$ cat config.mk
export PLATFORM = sky130hd
export DESIGN_NAME = ifetch
export DESIGN_NICKNAME = d
export VERILOG_FILES = /design/src/rtl/ifetch.sv
export SDC_FILE = /design/constraint.sdc
export NUM_CORES = 1
export LEC_CHECK = 0
export ABC_AREA = 1
export BUFFER_PORTS_ARGS = -buffer_cell sky130_fd_sc_hd__buf_2
export CORE_UTILIZATION = 60
export CTS_BUF_LIST = sky130_fd_sc_hd__clkbuf_8
export CTS_CLUSTER_SIZE = 20
export DETAILED_ROUTE_END_ITERATION = 8
export PLACE_DENSITY = 0.95
export SLEW_MARGIN = 10
export SYNTH_ARGS = -nofsm -noshare
export SYNTH_HDL_FRONTEND = slang
export SYNTH_SLANG_ARGS = --single-unit
export TNS_END_PERCENT = 30
$ cat constraint.sdc
create_clock -name clk -period 15.4 [get_ports clk]
set_clock_uncertainty 0.05 [all_clocks]
set_input_delay 1.54 -clock clk [delete_from_list [all_inputs] [get_ports clk]]
set_output_delay 1.54 -clock clk [all_outputs]
set_load 0.03 [all_outputs]
$ cat src/rtl/ifetch.sv
// Instruction-fetch initiator: owns the PC, runs one bus transaction at a time,
// and presents the fetched {pc, instr} pair to decode under stall/redirect control.
module ifetch #(
  parameter logic [63:0] RESET_PC = 64'h8000_0000
) (
  input  logic        clk,
  input  logic        reset,
  output logic        ireq_valid,
  output logic [63:0] ireq_addr,
  input  logic        iresp_addr_ok,
  input  logic        iresp_data_ok,
  input  logic [31:0] iresp_data,
  input  logic        redirect_valid,
  input  logic [63:0] redirect_pc,
  input  logic        stall,
  output logic        out_valid,
  output logic [63:0] out_pc,
  output logic [31:0] out_instr
);

  localparam int unsigned XLEN = 64;
  localparam int unsigned ILEN = 32;
  localparam logic [XLEN-1:0] PC_STEP = XLEN'(4);

  typedef enum logic [1:0] {
    IDLE,
    REQ,
    HOLD,
    DROP
  } state_t;

  state_t            state;
  logic [XLEN-1:0]   pc;
  logic [XLEN-1:0]   pend_pc;
  logic [ILEN-1:0]   instr_q;

  // Address acceptance carries no information for a single-outstanding initiator.
  logic unused_addr_ok;
  assign unused_addr_ok = iresp_addr_ok;

  // Address and presented word come straight from state registers.
  assign ireq_addr = pc;
  assign out_pc    = pc;
  assign out_instr = instr_q;

  // Fetch FSM; the valid flags are registered alongside the state they decode.
  always_ff @(posedge clk or posedge reset) begin
    if (reset) begin
      state      <= IDLE;
      pc         <= RESET_PC;
      pend_pc    <= '0;
      instr_q    <= '0;
      ireq_valid <= 1'b0;
      out_valid  <= 1'b0;
    end else begin
      case (state)
        IDLE: begin
          state      <= REQ;
          ireq_valid <= 1'b1;
        end

        REQ: begin
          if (iresp_data_ok && redirect_valid) begin
            pc <= redirect_pc;
          end else if (iresp_data_ok) begin
            instr_q    <= iresp_data;
            state      <= HOLD;
            ireq_valid <= 1'b0;
            out_valid  <= 1'b1;
          end else if (redirect_valid) begin
            // Request must stay on the bus; remember where to go once it drains.
            pend_pc <= redirect_pc;
            state   <= DROP;
          end
        end

        DROP: begin
          if (iresp_data_ok) begin
            pc    <= redirect_valid ? redirect_pc : pend_pc;
            state <= REQ;
          end else if (redirect_valid) begin
            pend_pc <= redirect_pc;
          end
        end

        HOLD: begin
          if (redirect_valid) begin
            pc         <= redirect_pc;
            state      <= REQ;
            ireq_valid <= 1'b1;
            out_valid  <= 1'b0;
          end else if (!stall) begin
            pc         <= pc + PC_STEP;
            state      <= REQ;
            ireq_valid <= 1'b1;
            out_valid  <= 1'b0;
          end
        end

        default: begin
          state      <= IDLE;
          ireq_valid <= 1'b0;
          out_valid  <= 1'b0;
        end
      endcase
    end
  end

endmodule

==> summary by stage <==
Power
Dividing total power by cell area gives a power density of 210 nW/um^2. The analysis attributes to cell leakage a power of 5.92 nW. The switching share of total power is 0.546. The cell internal power dissipation is 1.11 mW. The sequential group share of total power is 0.336. Across the VDD grid, the largest voltage drop is 125 uV. The share of total power in the clock network is 0.132.

Power comes to 2.45 mW. The part of the total power dissipated in combinational logic is 0.532. Summed over all nets, the switching power comes to 1.34 mW.

Cells and area
Once layout is complete, the cells apart from fillers number 1869. The sequential cells in the finished layout cover a total of 4110 sq um. The layout net count is 1735.

In the final layout, the share of cells above drive strength 1 is 0.229. The post-layout utilization of the core is 0.697. The synthesis-to-finish area growth is 12.4%. The area of the multi-input gates is 5040 sq um. The number of fillers in the final layout is 1321.

Floorplan
The die width is 134 um. The starting density of the core is 0.620. During I/O placement, the number of pins put on the boundary was 264. The area enclosed by the die boundary is 17800 sq um.

The row count is 47. The die is 134 um tall. The core box area is 16800 sq um.

Worst setup path
For the worst setup path, the data arrival time is 4.63 ns. In this run the register-to-register setup slack is 12.48 ns. Data on the critical path is required at its endpoint by 15.71 ns. The worst register-to-register path ends at ireq_addr[59]. STA classifies the critical path endpoint as a flip-flop.

STA classifies the critical path startpoint as a primary input. The startpoint identified for the worst register-to-register timing path is state[1]. The kind of critical path is primary input to flip-flop.

The number of cell instances on the worst register-to-register path is 9. Of all nets on the critical path, the largest fanout is 70.

STA
Based on the critical path, the design can be clocked at up to 0.231 GHz. The hold violation count in the final report is 0. In this run the tightest slew margin relative to its limit is 0.322. The ratio of final minimum period to clock period is 0.281.

The clock period minus worst slack is 4.32 ns. The final number of max-transition violations was 0. Setup repair after global routing left no endpoint under its margin. The count of final setup violators is 0. The accumulated negative setup slack is 0 ns. The worst-margin pin slew is 1.02 ns.

Drt
The remaining design rule violation count is 0. The via count is 10800. The detailed-route vias per instance is 5.76. The number of optimization iterations in the first detailed-route pass is 8. The mean routed wirelength per cell is 17.0 um. After the first detailed-routing iteration, the DRC count stood at 1115. Once detail routing completed, the nets flagged for antenna violations numbered 0. The wire length after detailed routing is 31.8 mm.

Global routing
For met2 alone, demand over resource in global routing was 0.584. The number of global-route vias before repair is 9946. For this run the aggregate overflow at the end of global routing stands at 0. The busiest layer in global routing is met2. The number of antenna violations at the first check in global routing is 4. The wire length of the first global-routing pass is 50.4 mm. The aggregate global-route resource usage is 0.362. The maximum number of pins on one net before global-route repair is 93. The met3 track demand over resource in global routing is 0.0772.

The met1 track demand over resource is 0.474.

Synthesis
The Yosys step of the flow raised 0 warnings. In this run the mean area of a mapped cell was 7.08 sq um. Summed over all instances, the cell type with the most area after synthesis is sky130_fd_sc_hd__dfrtp_1. The number of nets handed over by synthesis was 1569. The part of the Yosys area used for sequential elements is 0.395.

The number of cells produced by synthesis is 1466. The area share of the largest cell type after synthesis is 0.393. The synthesized netlist contains 42 unique library cells. The summed instance area of the synthesized netlist is 10400 sq um. By area the synthesized netlist is led by sky130_fd_sc_hd__dfrtp_1, sky130_fd_sc_hd__nand2_1, sky130_fd_sc_hd__nor2_1. In this run, synthesis produced a sequential element count of 164.

Placement
The congestion estimate from routability-driven global placement came to 0.999. The post-DP HPWL is 22.2 mm. Buffers placed on the I/O ports in this run total 262.

In this run, placement finished with an instance count of 1833.

CTS
CTS placed an instance of sky130_fd_sc_hd__clkbuf_8 at the clock tree root. TritonCTS created 17 clock buffers. The maximum root-to-sink buffer count is 2. The register clock-pin slew on the reported worst setup and hold paths is 0.09 ns. The number of hold-repair buffers added at the cts stage is 0. The buffer count from post-CTS setup fixing is 0. The number of gates resized after CTS is 0.

The CTS tree is done. Clock latency on the worst-skew pair, taken at its later pin, is 0.49 ns. The H-tree generated during clock tree synthesis spans 4 levels. For this design, the sink count on the clock tree is 164.

Min path
The instance count along the most critical hold path is 2. The startpoint of the lowest-slack hold path is out_instr[1]. The class of the tightest hold or removal check is flip-flop to flip-flop. The sink of the worst hold path is out_instr[1].

Job
The tool flagged a number of max-cap violations equal to 0.

Status
The flow ran to the end, and the final reports show no timing, DRC or antenna violations.
Yosys cell counts:
library cell and count:
sky130_fd_sc_hd__nand3b_1 7, sky130_fd_sc_hd__nand4_1 7, sky130_fd_sc_hd__a221oi_1 3, sky130_fd_sc_hd__nor2_1 162, sky130_fd_sc_hd__nor2_2 8, sky130_fd_sc_hd__dfrtp_1 163
sky130_fd_sc_hd__a221oi_2 13, sky130_fd_sc_hd__inv_1 115, sky130_fd_sc_hd__a21boi_0 1, sky130_fd_sc_hd__mux2_2 26, sky130_fd_sc_hd__o21bai_1 2, sky130_fd_sc_hd__a22oi_1 11
sky130_fd_sc_hd__a21oi_1 61, sky130_fd_sc_hd__inv_2 5, sky130_fd_sc_hd__nor2_4 7, sky130_fd_sc_hd__dfstp_2 1, sky130_fd_sc_hd__inv_4 1, sky130_fd_sc_hd__a211oi_1 26
sky130_fd_sc_hd__o22ai_1 24, sky130_fd_sc_hd__a31oi_1 14, sky130_fd_sc_hd__buf_1 3, sky130_fd_sc_hd__a41oi_1 1, sky130_fd_sc_hd__xnor2_1 4, sky130_fd_sc_hd__or2_2 1
sky130_fd_sc_hd__clkbuf_1 20, sky130_fd_sc_hd__nor2_8 2, sky130_fd_sc_hd__o21ai_0 103, sky130_fd_sc_hd__clkinv_1 2, sky130_fd_sc_hd__buf_6 2, sky130_fd_sc_hd__buf_2 30
sky130_fd_sc_hd__nand2_4 1, sky130_fd_sc_hd__o211ai_1 2, sky130_fd_sc_hd__a311oi_1 2, sky130_fd_sc_hd__nand3_1 16, sky130_fd_sc_hd__buf_4 70, sky130_fd_sc_hd__nand2_2 5
sky130_fd_sc_hd__nand2_1 537, sky130_fd_sc_hd__o21ai_1 3, sky130_fd_sc_hd__o2111ai_1 1, sky130_fd_sc_hd__o311ai_0 1, sky130_fd_sc_hd__ha_1 1, sky130_fd_sc_hd__xor2_1 2
worst max path at each step:
stage,from,to
after floorplan,reset,ireq_addr[0]
after global placement,redirect_valid,ireq_addr[10]
after detailed placement,redirect_valid,ireq_addr[17]
after CTS,redirect_valid,ireq_addr[59]
after global routing,redirect_valid,ireq_addr[59]
final,redirect_valid,ireq_addr[59]
registers in the layout (all words and copies together) (netlist names):
name / flops
ireq_addr: 64
pend_pc: 64
out_instr: 32
state: 2
ireq_valid: 1
out_valid: 1
worst max-delay path, stage by stage:
cell and delay (ns):
sky130_fd_sc_hd__buf_2 0.07, sky130_fd_sc_hd__buf_4 0.63, sky130_fd_sc_hd__inv_2 0.27, sky130_fd_sc_hd__o21ai_1 0.22, sky130_fd_sc_hd__nand2_1 0.17, sky130_fd_sc_hd__nor2_8 0.76, sky130_fd_sc_hd__inv_2 0.03, sky130_fd_sc_hd__buf_4 0.37
sky130_fd_sc_hd__a211oi_1 0.36, sky130_fd_sc_hd__a21oi_1 0.14
power groups by stage:
stage               clock [mW]  sequential (mW)  combinational, mW
global route             0.339            0.840               1.41
global placement             0            0.811               1.26
finish                   0.323            0.822               1.30
detailed placement           0            0.815               1.29
CTS                      0.321            0.812               1.30
floorplan                    0             1.00              0.806
kinds of logic (layout without fill, tap and decap cells):
group                      count (synthesis)  count (layout)  synth area share
AOI/OAI and AO/OA                        268             268             0.159
xor gates and xnor gates                   6               6           0.00506
adders and majority gates                  1               1           0.00120
buffers and inverters                    248             427             0.120
DFF                                      164             164             0.395
muxes                                     26              26            0.0282
other                                      0               4                 0
and+or+nand+nor                          753             753             0.291
cells in the final DEF (no fill, tap or decap), types with 2 or more instances in the layout:
master / instances
sky130_fd_sc_hd__nand2_1: 536
sky130_fd_sc_hd__buf_2: 262
sky130_fd_sc_hd__dfrtp_1: 163
sky130_fd_sc_hd__nor2_1: 161
sky130_fd_sc_hd__inv_1: 115
sky130_fd_sc_hd__o21ai_0: 103
sky130_fd_sc_hd__a21oi_1: 61
sky130_fd_sc_hd__a211oi_1: 26
sky130_fd_sc_hd__mux2_2: 26
sky130_fd_sc_hd__o22ai_1: 24
sky130_fd_sc_hd__clkbuf_8: 17
sky130_fd_sc_hd__nand3_1: 16
sky130_fd_sc_hd__a31oi_1: 14
sky130_fd_sc_hd__a221oi_2: 13
sky130_fd_sc_hd__a22oi_1: 11
sky130_fd_sc_hd__buf_4: 10
sky130_fd_sc_hd__nor2_4: 8
sky130_fd_sc_hd__nor2_2: 8
sky130_fd_sc_hd__nand3b_1: 7
sky130_fd_sc_hd__nand4_1: 7
sky130_fd_sc_hd__nand2_2: 6
sky130_fd_sc_hd__inv_2: 5
sky130_fd_sc_hd__inv_6: 5
sky130_fd_sc_hd__diode_2: 4
sky130_fd_sc_hd__xnor2_1: 4
sky130_fd_sc_hd__o21ai_1: 3
sky130_fd_sc_hd__a221oi_1: 3
sky130_fd_sc_hd__clkinv_4: 3
sky130_fd_sc_hd__clkinv_2: 3
sky130_fd_sc_hd__nor2_8: 2
sky130_fd_sc_hd__a311oi_1: 2
sky130_fd_sc_hd__o211ai_1: 2
sky130_fd_sc_hd__xor2_1: 2
sky130_fd_sc_hd__clkinv_1: 2
sky130_fd_sc_hd__o21bai_1: 2
sky130_fd_sc_hd__clkinvlp_4: 2
sky130_fd_sc_hd__bufinv_16: 2
metal layers:
layer  routed length [um]  part of all wire  up-vias
li1                     -                 -     5000
met1                12600              0.39     4999
met2                15000              0.47      687
met3                 3360              0.11       71
met4                  912             0.029        2
met5                   13           0.00041        -
layout make-up:
type	count	area share
Timing Repair Buffer	272	0.119
Tap cell	220	0.0236
Sequential cell	164	0.352
Antenna cell	4	0.000857
Multi-Input combinational cell	1054	0.432
Clock inverter	15	0.0133
Inverter	123	0.0402
Clock buffer	17	0.0200
per-stage QoR:
stage / area, sq um / worst slack [ns] / hold WS [ns]
finish: 11700 / 11.08 / 0.438
global route: 11700 / 10.89 / 0.459
CTS: 11700 / 11.14 / 0.439
detailed placement: 11300 / 10.76 / 0.411
global placement: 11300 / 10.78 / 0.412
floorplan: 10400 / 9.38 / 0.398
Note: power is estimated with default switching activity, not from simulation.
